`config.mk`:
```
export PLATFORM = sky130hd
export DESIGN_NAME = motoro301_ramp_ctrl
export DESIGN_NICKNAME = d
export VERILOG_FILES = /design/src/rtl/motoro301_pkg.sv /design/src/rtl/motoro301_tick_div.sv /design/src/rtl/motoro301_ramp_ctrl.sv
export SDC_FILE = /design/constraint.sdc
export NUM_CORES = 1
export LEC_CHECK = 0
export ABC_CLOCK_PERIOD_IN_PS = 6000
export BUFFER_PORTS_ARGS = -buffer_cell sky130_fd_sc_hd__clkbuf_2
export CAP_MARGIN = 20
export CORE_MARGIN = 8
export CORE_UTILIZATION = 41
export CTS_CLUSTER_DIAMETER = 80
export DETAILED_ROUTE_END_ITERATION = 6
export GPL_TIMING_DRIVEN = 1
export PLACE_DENSITY_LB_ADDON = 0.08
export SYNTH_ARGS = -nofsm -noshare
export SYNTH_HDL_FRONTEND = slang
export SYNTH_SLANG_ARGS = --single-unit
export TNS_END_PERCENT = 30
```
`constraint.sdc`:
```
create_clock -name clk50mhz -period 6 [get_ports clk50mhz]
set_clock_uncertainty 0.15 [all_clocks]
set_input_delay 0.6 -clock clk50mhz [delete_from_list [all_inputs] [get_ports clk50mhz]]
set_output_delay 0.6 -clock clk50mhz [all_outputs]
set_load 0.01 [all_outputs]
```
`src/rtl/motoro301_pkg.sv`:
```
// Shared definitions for the motoro301 ramp controller: FSM state codes,
// default parameter values and the saturating frequency-step helpers.
package motoro301_pkg;

  typedef enum logic [2:0] {
    ST_IDLE      = 3'd0,
    ST_RAMP_UP   = 3'd1,
    ST_RUN       = 3'd2,
    ST_RAMP_DOWN = 3'd3,
    ST_DEAD      = 3'd4
  } state_t;

  localparam int         DEF_TICK_DIV   = 50000;
  localparam logic [9:0] DEF_FREQ_MIN   = 10'd16;
  localparam logic [9:0] DEF_STEP       = 10'd1;
  localparam int         DEF_DEAD_TICKS = 100;

  // One step up, clamped to lim; 11-bit sum so a large inc cannot wrap.
  function automatic logic [9:0] freq_step_up(input logic [9:0] cur,
                                              input logic [9:0] inc,
                                              input logic [9:0] lim);
    logic [10:0] sum;
    sum = {1'b0, cur} + {1'b0, inc};
    return (sum >= {1'b0, lim}) ? lim : sum[9:0];
  endfunction

  // One step down, clamped to flr; bit 10 of the difference flags underflow.
  function automatic logic [9:0] freq_step_down(input logic [9:0] cur,
                                                input logic [9:0] dec,
                                                input logic [9:0] flr);
    logic [10:0] diff;
    diff = {1'b0, cur} - {1'b0, dec};
    return (diff[10] || (diff[9:0] <= flr)) ? flr : diff[9:0];
  endfunction

endpackage

```
`src/rtl/motoro301_tick_div.sv`:
```
// Clearable prescaler producing a one-cycle tick every TICK_DIV enabled cycles.
// clr marks the first cycle of a new state: that cycle counts as zero, so the
// first tick after a state entry lands exactly TICK_DIV-1 cycles into the state.
module motoro301_tick_div
  import motoro301_pkg::*;
#(
  parameter int TICK_DIV = DEF_TICK_DIV
) (
  input  logic clk,
  input  logic rst_n,
  input  logic clr,
  input  logic en,
  output logic tick
);

  localparam int            CW   = (TICK_DIV > 1) ? $clog2(TICK_DIV) : 1;
  localparam logic [CW-1:0] LAST = CW'(TICK_DIV - 1);

  logic [CW-1:0] cnt_reg;
  logic [CW-1:0] cnt_cur;

  assign cnt_cur = clr ? '0 : cnt_reg;
  assign tick    = en && (cnt_cur == LAST);

  // Free-running modulo-TICK_DIV count while enabled, restarted by clr.
  always_ff @(posedge clk or negedge rst_n) begin
    if (!rst_n) begin
      cnt_reg <= '0;
    end else if (en) begin
      cnt_reg <= (cnt_cur == LAST) ? '0 : cnt_cur + CW'(1);
    end else begin
      cnt_reg <= cnt_cur;
    end
  end

endmodule

```
`src/rtl/motoro301_ramp_ctrl.sv`:
```
// Motor ramp controller: soft start/stop, speed retargeting and direction
// reversal through a coast (DEAD) interval, driving a 3-phase driver.
module motoro301_ramp_ctrl
  import motoro301_pkg::*;
#(
  parameter int         TICK_DIV   = DEF_TICK_DIV,
  parameter logic [9:0] FREQ_MIN   = DEF_FREQ_MIN,
  parameter logic [9:0] STEP       = DEF_STEP,
  parameter int         DEAD_TICKS = DEF_DEAD_TICKS
) (
  input  logic       clk50mhz,
  input  logic       nReset,
  input  logic       cmdStart,
  input  logic       cmdStop,
  input  logic       cmdDir,
  input  logic [9:0] tgtFreq,
  input  logic       fault,
  output logic       m3start,
  output logic       m3invOrStop,
  output logic [9:0] m3freq,
  output logic       atSpeed,
  output logic       busy,
  output logic [2:0] state
);

  localparam int            DW        = (DEAD_TICKS > 1) ? $clog2(DEAD_TICKS) : 1;
  localparam logic [DW-1:0] DEAD_LAST = DW'(DEAD_TICKS - 1);

  state_t        state_reg;
  logic [9:0]    target_reg;
  logic          stop_pend_reg;
  logic          rev_pend_reg;
  logic          rev_dir_reg;
  logic [DW-1:0] dead_cnt_reg;
  logic          entered_reg;

  logic          tick;
  logic          prescale_en;
  logic [9:0]    tgt_clamp;
  logic [9:0]    down_floor;
  logic [9:0]    freq_up;
  logic [9:0]    freq_down;
  logic          dead_last;

  assign state       = state_reg;
  assign prescale_en = (state_reg == ST_RAMP_UP) || (state_reg == ST_RAMP_DOWN) ||
                       (state_reg == ST_DEAD);
  assign tgt_clamp   = (tgtFreq < FREQ_MIN) ? FREQ_MIN : tgtFreq;
  // A pending stop or reversal ramps all the way down; a plain retarget stops at target.
  assign down_floor  = (stop_pend_reg || rev_pend_reg) ? FREQ_MIN : target_reg;
  assign freq_up     = freq_step_up(m3freq, STEP, target_reg);
  assign freq_down   = freq_step_down(m3freq, STEP, down_floor);
  assign dead_last   = (dead_cnt_reg == DEAD_LAST);

  motoro301_tick_div #(
    .TICK_DIV(TICK_DIV)
  ) u_tick_div (
    .clk  (clk50mhz),
    .rst_n(nReset),
    .clr  (entered_reg),
    .en   (prescale_en),
    .tick (tick)
  );

  // Ramp FSM; every output is a flop so commands show up one cycle later.
  always_ff @(posedge clk50mhz or negedge nReset) begin
    if (!nReset) begin
      state_reg     <= ST_IDLE;
      m3start       <= 1'b0;
      m3invOrStop   <= 1'b0;
      m3freq        <= '0;
      atSpeed       <= 1'b0;
      busy          <= 1'b0;
      target_reg    <= '0;
      stop_pend_reg <= 1'b0;
      rev_pend_reg  <= 1'b0;
      rev_dir_reg   <= 1'b0;
      dead_cnt_reg  <= '0;
      entered_reg   <= 1'b0;
    end else begin
      entered_reg <= 1'b0;
      if (fault && (state_reg != ST_IDLE) && (state_reg != ST_DEAD)) begin
        // Fault overrides everything: drop the drive and coast, forgetting any reversal.
        state_reg     <= ST_DEAD;
        entered_reg   <= 1'b1;
        m3start       <= 1'b0;
        m3freq        <= '0;
        atSpeed       <= 1'b0;
        stop_pend_reg <= 1'b0;
        rev_pend_reg  <= 1'b0;
        dead_cnt_reg  <= '0;
      end else begin
        case (state_reg)
          ST_IDLE: begin
            if (cmdStart && !cmdStop && !fault) begin
              state_reg     <= ST_RAMP_UP;
              entered_reg   <= 1'b1;
              m3start       <= 1'b1;
              m3freq        <= FREQ_MIN;
              m3invOrStop   <= cmdDir;
              target_reg    <= tgt_clamp;
              busy          <= 1'b1;
              stop_pend_reg <= 1'b0;
              rev_pend_reg  <= 1'b0;
            end
          end

          ST_RAMP_UP: begin
            if (cmdStop) begin
              state_reg     <= ST_RAMP_DOWN;
              entered_reg   <= 1'b1;
              stop_pend_reg <= 1'b1;
            end else if (m3freq >= target_reg) begin
              state_reg   <= ST_RUN;
              entered_reg <= 1'b1;
              atSpeed     <= 1'b1;
            end else if (tick) begin
              m3freq <= freq_up;
            end
          end

          ST_RUN: begin
            target_reg <= tgt_clamp;
            if (cmdStop) begin
              state_reg     <= ST_RAMP_DOWN;
              entered_reg   <= 1'b1;
              atSpeed       <= 1'b0;
              stop_pend_reg <= 1'b1;
            end else if (cmdDir != m3invOrStop) begin
              // New direction is parked until the coast, where m3start is low.
              state_reg    <= ST_RAMP_DOWN;
              entered_reg  <= 1'b1;
              atSpeed      <= 1'b0;
              rev_pend_reg <= 1'b1;
              rev_dir_reg  <= cmdDir;
            end else if (tgt_clamp > m3freq) begin
              state_reg   <= ST_RAMP_UP;
              entered_reg <= 1'b1;
              atSpeed     <= 1'b0;
            end else if (tgt_clamp < m3freq) begin
              state_reg   <= ST_RAMP_DOWN;
              entered_reg <= 1'b1;
              atSpeed     <= 1'b0;
            end
          end

          ST_RAMP_DOWN: begin
            if (cmdStop) begin
              stop_pend_reg <= 1'b1;
            end else if (cmdStart) begin
              state_reg     <= ST_RAMP_UP;
              entered_reg   <= 1'b1;
              target_reg    <= tgt_clamp;
              stop_pend_reg <= 1'b0;
              rev_pend_reg  <= 1'b0;
            end else if (m3freq <= down_floor) begin
              entered_reg <= 1'b1;
              if (stop_pend_reg || rev_pend_reg) begin
                state_reg    <= ST_DEAD;
                m3start      <= 1'b0;
                m3freq       <= '0;
                dead_cnt_reg <= '0;
              end else begin
                state_reg <= ST_RUN;
                atSpeed   <= 1'b1;
              end
            end else if (tick) begin
              m3freq <= freq_down;
            end
          end

          ST_DEAD: begin
            if (fault) begin
              rev_pend_reg <= 1'b0;
            end
            // m3start is low for the whole coast, so the direction is safe to change here.
            if (rev_pend_reg) begin
              m3invOrStop <= rev_dir_reg;
            end
            if (tick) begin
              if (!dead_last) begin
                dead_cnt_reg <= dead_cnt_reg + DW'(1);
              end else if (!fault) begin
                dead_cnt_reg  <= '0;
                entered_reg   <= 1'b1;
                stop_pend_reg <= 1'b0;
                if (rev_pend_reg) begin
                  state_reg    <= ST_RAMP_UP;
                  m3start      <= 1'b1;
                  m3freq       <= FREQ_MIN;
                  rev_pend_reg <= 1'b0;
                end else begin
                  state_reg <= ST_IDLE;
                  busy      <= 1'b0;
                end
              end
            end
          end

          default: begin
            state_reg   <= ST_IDLE;
            entered_reg <= 1'b1;
            m3start     <= 1'b0;
            m3freq      <= '0;
            atSpeed     <= 1'b0;
            busy        <= 1'b0;
          end
        endcase
      end
    end
  end

endmodule

```
# Word level (Yosys, flattened, before mapping)
# Index checks and enable logic that the tools add are counted.
[classes]
reduce_logical = 32
n_bitwise = 3
n_eq_ne = 44
n_lt_le_gt_ge = 7
addsub = 4
muxes = 117
[op_table]
columns = ["operator", "count"]
rows = [
  ["$mux 10", 21],
  ["$mux 1", 59],
  ["$mux 7", 8],
  ["$pmux 10 s5", 1],
  ["$mux 16", 3],
  ["$mux 3", 15],
  ["$pmux 10 s3", 1],
  ["$ne 3x2->1 const B", 9],
  ["$reduce_and 7->1", 3],
  ["$le 10x10->1", 2],
  ["$ne 2x2->1 const B", 9],
  ["$ne 3x3->1 const B", 6],
  ["$add 16x1->16 const B", 1],
  ["$eq 16x16->1 const B", 1],
  ["$pmux 1 s4", 4],
  ["$reduce_and 8->1", 2],
  ["$pmux 3 s5", 1],
  ["$pmux 7 s2", 1],
  ["$reduce_and 13->1", 1],
  ["$ne 3x1->1 const B", 4],
  ["$ne 4x2->1 const B", 3],
  ["$ne 4x3->1 const B", 3],
  ["$add 10x1->11 const B", 1],
  ["$ge 11x10->1", 1],
  ["other kinds (30)", 47],
]
[totals]
register_bits = 54
word_cells = 220

# Longest topological paths before layout
# Gate-level depths: netlist of the first run.
[depth]
ltp_word = 11
mapped_depth = 13
depth_no_buf = 12

# Hierarchy
# A second synthesis of the first run with hierarchy kept.
[unflattened]
cells_unflattened = 568
hier_area_um2 = 4882.2
[by_module_without_submodules]
columns = ["module", "n_inst", "cells_each", "area_each_um2"]
rows = [
  ["motoro301_ramp_ctrl", 1, 479, 4000.1],
  ["motoro301_tick_div", 1, 89, 882.1],
]

# Worst setup path after synthesis of the first run
# Ideal clock, no wire load.
[synth_path]
path_kind = "register to register"
start = "register m3freq[2]"
end = "register m3freq[4]"
t_arrival_ns = 3.307
required_ns = 5.771
path_buffers = 2
setup_slack_ns = 2.463
stages_incl_launch_ff = 14
setup_time_ns = 0.079
path_cell_list = "dfrtp_1 -> buf_2 -> nor4_1 -> nand3_1 -> xnor2_1 -> ha_1 -> a21oi_1 -> o21a_1 -> a211oi_1 -> buf_2 -> a21boi_0 -> o41ai_1 -> a41oi_1 -> mux2i_1"
[synth_between]
elab_chain_cells = 10
word_cells_on_any_way = 22
classes_between = "add/sub (2); order compare (4); eq/ne (3); mux (11); reduce/logical (2)"
[synth_rtl]
columns = ["element", "line", "source"]
rows = [
  ["from (decl)", "motoro301_ramp_ctrl.sv:20", "output logic [9:0] m3freq,"],
  ["from (signal assigned)", "motoro301_ramp_ctrl.sv:118", "m3freq <= freq_up;"],
  ["from (signal assigned)", "motoro301_ramp_ctrl.sv:168", "m3freq <= freq_down;"],
  ["$sub 10x1->11", "motoro301_pkg.sv:32", "diff = {1'b0, cur} - {1'b0, dec};"],
  ["$le 10x10->1", "motoro301_pkg.sv:33", "return (diff[10] || (diff[9:0] <= flr)) ? flr : diff[9:0];"],
  ["$logic_or 1x1->1", "motoro301_pkg.sv:33", ""],
  ["$mux 10", "motoro301_pkg.sv:33", ""],
  ["$mux 10", "motoro301_ramp_ctrl.sv:167", "end else if (tick) begin"],
  ["$mux 10", "motoro301_ramp_ctrl.sv:156", "end else if (m3freq <= down_floor) begin"],
  ["$mux 10", "motoro301_ramp_ctrl.sv:150", "end else if (cmdStart) begin"],
  ["$mux 10", "motoro301_ramp_ctrl.sv:148", "if (cmdStop) begin"],
  ["$pmux 10 s5", "motoro301_ramp_ctrl.sv:93", "case (state_reg)"],
  ["$mux 10", "motoro301_ramp_ctrl.sv:82", "if (fault && (state_reg != ST_IDLE) && (state_reg != ST_DEAD)) begin"],
]
# Parallel ways exist; a longest one is shown, timed or not. The select of a mux whose other input is x is not followed.
# A chain may end at the register's enable or synchronous reset.

# Worst setup path in the final report of the first run
[layout_path]
start = "register m3freq[5]"
end = "register m3freq[4]"
# Same word-level chain as after synthesis.

==> flow_metrics.tcl, run 1 <==
set metrics [dict create \
    status "finished clean" \
    syn-num-nets 678 \
    synth_compound_area_share_pct 22.56 \
    worst_slew_pin_slew_ps 820.2 \
    drv_slew 0 \
    place_inst 762 \
    tns_ps 0 \
    synth_xor_xnor_area_share_pct 5.234 \
    drc_errors 0 \
    nNetsFinal 694 \
    start_util_pct 41.97 \
    syn-instance-count 608 \
    r2r_start "m3freq[5]" \
    whs_ps 267.6 \
    crit_fanout 15 \
    slowest_stage "nor4_1" \
    drv_cap 0 \
    critPathBufInv 1 \
    die-area_sq_um 16040 \
    vias_per_cell 6.089 \
    r2r_cells 12 \
    synth_area_sq_um 5020 \
    ios 33 \
    clock_latency_ps 300 \
    startpoint_type "flop" \
    synth-seq-cells 54 \
    antenna_cells 0 \
    grt_max_degree 55 \
    vdd_ir_drop_max_v 0.0001961 \
    synthArstFlopShare_pct 100.0 \
    cpPeakStageDelay_ps 660 \
    grtUsageTotal_pct 19.49 \
    htreeDepth 2 \
    antenna_found_initial 0 \
    syn_avg_cell_area_sq_um 8.256 \
    clk_pin_slew_worst_paths_ps 70 \
    portBuffers 32 \
    synthTopCellsByArea "dfrtp_1 27%, ha_1 13%, a21oi_1 3.9%" \
    yosysTopAreaCellShare_pct 26.92 \
    layoutNonFillerInstCount 771 \
    synth_top_area_cell "dfrtp_1" \
    yosysSeqAreaShare_pct 26.92 \
    crit_path_start "m3freq[5]" \
    p_per_area_nw_per_um2 461.7 \
    hold_viol 0 \
    fin_util_pct 45.55 \
    synth-adder-area-share_pct 13.66 \
    worstPathRequired_ps 6020 \
    grt_pass1_wl_um 25270 \
    setup_viol 0 \
    holdCritPathClass "in2async" \
    reg2reg_slack_ps 2080 \
    synth_flop_cell "dfrtp_1" \
    critPathTopFamily "simple AND/OR/NAND/NOR gates" \
    clock-root-buffer "clkbuf_16" \
    cts.sinks 54 \
    synth_edf_count 0 \
    core_sq_um 11960 \
    largest_register_ffs 16 \
    vias 4695 \
    drt-total-wl_um 15050 \
    fp.dieW_um 126.7 \
    num_rows 40 \
    fin_crit_sh_pct 65.41 \
    leakage_nw 2.531 \
    drtIter0Drc 293 \
    r2r_end "m3freq[4]" \
    dr.pass1.iters 5 \
    place_congestion 0.9397 \
    dp.final_hpwl_um 11540 \
    yosysUniqueCellTypes 67 \
    max_slew_margin_pct 44.82 \
    cts_tree "yes" \
    path_cells "nor4_1 > nand3_1 > xnor2_1 > ha_1 > nand4_1 > nor4b_1 > a211oi_2 > buf_4 > a21boi_0 > o41ai_1 > a41oi_1 > mux2i_1" \
    finalCriticalPeriod_ps 3925 \
    synth-simple-area-share_pct 22.11 \
    ys_warn_count 0 \
    grt_overflow_total 0 \
    total_power_mw 2.516 \
    muxShareOfSynthArea_pct 4.611 \
    crit_path_end "m3freq[4]" \
    die_h_um 126.7 \
    arrival_ps 3940 \
    grt_setup_unrepaired "false" \
    postCtsResizedCells 0 \
    route.antenna.remaining_nets 0 \
    syn_to_final_growth_pct 8.549 \
    fmax_ghz 0.2548 \
    grt_pass1_vias 4740 \
    wl_per_cell_um 19.52 \
    path_class "reg2reg" \
    cts_buffer_depth 2 \
    end_kind "flop" \
    cts_setup_buffers 0 \
    numCtsBuffers 5 \
    drive_above_1_share_pct 10.58 \
    cp.depth 12 \
    synth_top_family_by_area "compound AO/OA/AOI/OAI gates" \
    cts_hold_buf 0 \
]
## report_power, final
group	total [mW]	leakage, nW	internal (mW)	switching [mW]
sequential	0.628	0.705	0.444	0.184
clock	0.287	0.0619	0.153	0.135
combinational	1.60	1.76	0.633	0.968
total	2.52	2.53	1.23	1.29
## metrics by stage
step / area (sq um) / worst slack [ps]
2_1_floorplan: 5020 / 2463
3_3_place_gp: 5288 / 1725
3_5_place_dp: 5288 / 1790
4_1_cts: 5428 / 1767
5_1_grt: 5449 / 1677
6_report: 5449 / 2075
## layer usage
layer / global-route usage, % / vias to the layer above / routed length [um]
met5: 0 / - / 0
met4: 5.738 / 0 / 361
met3: 5.111 / 21 / 1180
met2: 29.12 / 165 / 6524
met1: 26.92 / 2240 / 6983
li1: - / 2269 / -
## cells in the final DEF (no fill, tap or decap), types with 20 or more instances in the layout
cell,n
inv_1,31
clkbuf_2,32
nand3_1,33
nor3_1,20
nor2_1,41
o31ai_1,21
a21oi_1,39
ha_1,54
o21ai_0,32
dfrtp_1,54
nand2_1,52
xnor2_1,21
## cells in the mapped netlist, types with 4 or more instances
cell type	count
or3_1	4
and3_1	8
a211oi_1	8
mux2i_1	13
nand3_1	33
o21a_1	6
dfrtp_1	54
xor2_1	9
a21oi_1	39
nor2b_1	7
o31ai_1	21
nor4_1	7
inv_1	31
a21o_1	13
nor2_1	41
ha_1	54
o211a_1	9
xnor2_1	21
o21ai_0	32
nand2_1	52
nand4_1	14
clkbuf_1	26
nor3_1	20
mux2_2	9
a211o_1	4
and2_1	6
nand2b_1	9
## cells by family (layout without fill, tap and decap cells)
logic type | Yosys count | after routing
AND/OR/NAND/NOR | 219 | 219
AO/OA/AOI/OAI | 165 | 165
buffers and inverters | 63 | 79
adder cells (fa/ha/maj) | 55 | 55
flip-flops | 54 | 54
XOR/XNOR | 30 | 30
multiplexers | 22 | 22
## layout make-up
class	count	area (sq um)
inverter	32	120.1
clock buffer	5	125.1
sequential	54	1351
multi-input combinational	491	3427
timing repair buffer	40	226.5
clock inverter	2	15.01
fill	1202	6513
tap	147	183.9
## how the worst min path moves through the flow
stage	from	slack [ps]	end	depth (start not counted)
after floorplan	nReset	150	atSpeed	0
after global placement	dead_cnt_reg[6]	330	dead_cnt_reg[6]	1
after detailed placement	dead_cnt_reg[6]	340	dead_cnt_reg[6]	1
after CTS	nReset	340	m3freq[9]	2
after global routing	nReset	380	dead_cnt_reg[6]	2
final	nReset	270	dead_cnt_reg[6]	2
(Power assumes the default switching activity.)
==> run 2: changes to the inputs <==
ABC_AREA = 1   (was not set)
ABC_CLOCK_PERIOD_IN_PS = 3800   (was 6000)
clock period = 3.8 ns   (was 6 ns; I/O delays follow)
==> run 2 against run 1 <==
Global-route usage fell by 0.54 points. Hold slack got worse by 100 ps. Sequential power rose by 36%. Sequential share of layout area fell by 1.7 points. Flip-flop and latch count did not move. Via count rose by 15%. Critical path depth rose by 5. Wire length rose by 2.4%. Non-clock buffer count rose by 9. Count of clock-buffer cells in the layout did not move. Highest routed layer unchanged.
==> flow_metrics.tcl, run 2 <==
set metrics [dict create \
    clock_latency_ps 310 \
    die_h_um 129.7 \
    critPathTopFamily "simple AND/OR/NAND/NOR gates" \
    max_slew_margin_pct 54.44 \
    leakage_nw 3.162 \
    drtIter0Drc 536 \
    synth_common_cells "237 x nand2_1, 111 x inv_1, 105 x nor2_1" \
    largest_register_ffs 16 \
    yosysSeqAreaShare_pct 25.50 \
    synthTopCellsByArea "dfrtp_1 26%, nand2_1 17%, ha_1 13%" \
    critPathBufInv 2 \
    crit_fanout 12 \
    end_kind "flop" \
    yosysUniqueCellTypes 38 \
    cts_buffer_depth 2 \
    drive_above_1_share_pct 10.01 \
    yosysTopAreaCellShare_pct 25.50 \
    dp.final_hpwl_um 12350 \
    worst_slew_pin_slew_ps 680.8 \
    grtUsageTotal_pct 18.96 \
    layout_commonest_cell "nand2_1" \
    slowest_stage "nor2_1" \
    worstPathRequired_ps 3860 \
    synth_top_area_cell "dfrtp_1" \
    cts_tree "yes" \
    finalInstanceArea_sq_um 5851 \
    grt_pass1_wl_um 25300 \
    status "finished clean" \
    numCtsBuffers 5 \
    num_rows 41 \
    dr.pass1.iters 5 \
    clk_pin_slew_worst_paths_ps 80 \
    clock-root-buffer "clkbuf_16" \
    start_util_pct 41.99 \
    cpPeakStageDelay_ps 540 \
    nNetsFinal 938 \
    die-area_sq_um 16820 \
    vdd_ir_drop_max_v 0.0002240 \
    synth-seq-cells 54 \
    grt_overflow_total 0 \
    placed_area_sq_um 5687 \
    drt-total-wl_um 15410 \
    fin_util_pct 46.36 \
    hold_viol 0 \
    total_power_mw 3.272 \
    final_cell_mix "237 x nand2_1, 111 x inv_1, 104 x nor2_1, 93 x nand3_1" \
    antenna_cells 0 \
    grt-busiest-layer "met1" \
    finalCriticalPeriod_ps 3281 \
    use_met3_pct 2.835 \
    grt_setup_unrepaired "false" \
    cts.sinks 54 \
    path_cells "buf_4 > ha_1 > nand3_1 > nor3_1 > nand2_1 > nand2_1 > inv_1 > ha_1 > a21o_1 > nand2_1 > nand2_1 > nor2_1 > nand3_1 > nand3_1 > nand2_1 > nand3_1 > nand2_1" \
    vias 5382 \
    synth_area_sq_um 5299 \
    grt_pass1_vias 4915 \
    cts_setup_buffers 0 \
    wl_per_cell_um 14.80 \
    holdCritPathClass "in2reg" \
    drv_cap 0 \
    path_class "reg2reg" \
    synth_edf_count 0 \
    startpoint_type "flop" \
    fmax_ghz 0.3048 \
    fp.dieW_um 129.7 \
    antenna_found_initial 0 \
    syn_avg_cell_area_sq_um 6.338 \
    drc_errors 0 \
    synthArstFlopShare_pct 100.0 \
    syn-num-nets 906 \
    p_per_area_nw_per_um2 559.2 \
    ys_warn_count 0 \
    synth_flop_cell "dfrtp_1" \
    ios 33 \
    fin_crit_sh_pct 86.34 \
    syn_to_final_growth_pct 10.41 \
    portBuffers 32 \
    setup_viol 0 \
    route.antenna.remaining_nets 0 \
    drv_slew 0 \
    arrival_ps 3340 \
    synth.most_common_cell "nand2_1" \
    vias_per_cell 5.170 \
    grt_util_met2_pct 27.81 \
    grt_max_degree 21 \
    place_congestion 0.9154 \
    crit_top_cell "nand2_1" \
    tns_ps 0 \
    use_met1_pct 28.30 \
    htreeDepth 2 \
    syn-instance-count 836 \
    core_sq_um 12620 \
]
## run 2: cell count changes after synthesis, sizes merged, moves of 10 or more
cell / before / now
nand2: 52 / 240
inv: 31 / 118
nor2: 42 / 112
nand3: 33 / 93
o31ai: 21 / 1
xnor2: 21 / 3
a21oi: 39 / 23
clkbuf: 26 / 13
mux2i: 13 / 0
nand4: 14 / 25
nand2b: 10 / 0
## run 2: metrics by stage
step	hold WS, ps	instances	setup slack (ps)
floorplan	-65.59	836	752.3
global placement	253.3	1032	447.3
detailed placement	265.0	1032	367.1
CTS	160.7	1041	343.0
global route	188.1	1041	163.9
finish	163.2	1041	519.1
## run 2: area by class of cell
type	count	area (sq um)
repair buffers	49	290.3
fillers	1378	6769
flip-flops and latches	54	1351
well taps	172	215.2
multi-input cells	640	3400
clock inverters	3	26.28
clock buffers	5	125.1
inverters	118	442.9
## run 2: report_power, final
part           internal [mW]  total [mW]  switching (mW)
registers              0.716       0.857           0.140
logic                  0.638        1.91            1.27
clock network          0.249       0.506           0.257
total                   1.60        3.27            1.67
## run 2: logic make-up after synthesis
| group | after synthesis | synth area share (%) |
|---|---|---|
| simple gates | 495 | 40.38 |
| buf+inv | 142 | 10.39 |
| compound gates | 75 | 8.288 |
| fa+ha+maj | 54 | 12.75 |
| flops | 54 | 25.50 |
| xor+xnor | 15 | 2.479 |
| mux | 1 | 0.2125 |
## run 2: metal layers
| layer | vias to the layer above | share of wire, % |
|---|---|---|
| met3 | 10 | 5.3 |
| met1 | 2469 | 52 |
| met4 | 0 | 0.99 |
| met2 | 138 | 42 |
| li1 | 2765 | - |
| met5 | - | 0 |
## run 2: worst paths after layout
kind	to	slack, ps	startpoint	cells after the start
max in group asynchronous	rev_pend_reg	2340	nReset	3
setup reg to reg	m3freq[3]	520	m3freq[0]	17
setup / recovery	m3freq[3]	520	m3freq[0]	17
hold / removal	target_reg[3]	160	tgtFreq[3]	3
min in group asynchronous	m3freq[7]	450	nReset	2
hold reg to reg	atSpeed	360	atSpeed	2
## run 2: repair_timing
item                                    in CTS  in global routing
endpoints found under the setup margin       0                 10
hold endpoints to repair                    18                  0
resized for setup                            0                  1
hold buffers                                 1                  0
## run 2: worst reg2reg max path, cell delays in order (launching register included)
cell and delay [ps]:
dfrtp_1 350, buf_4 220, ha_1 290, nand3_1 150, nor3_1 170, nand2_1 70
nand2_1 110, inv_1 50, ha_1 280, a21o_1 170, nand2_1 60, nand2_1 50
nor2_1 540, nand3_1 140, nand3_1 180, nand2_1 70, nand3_1 80, nand2_1 50
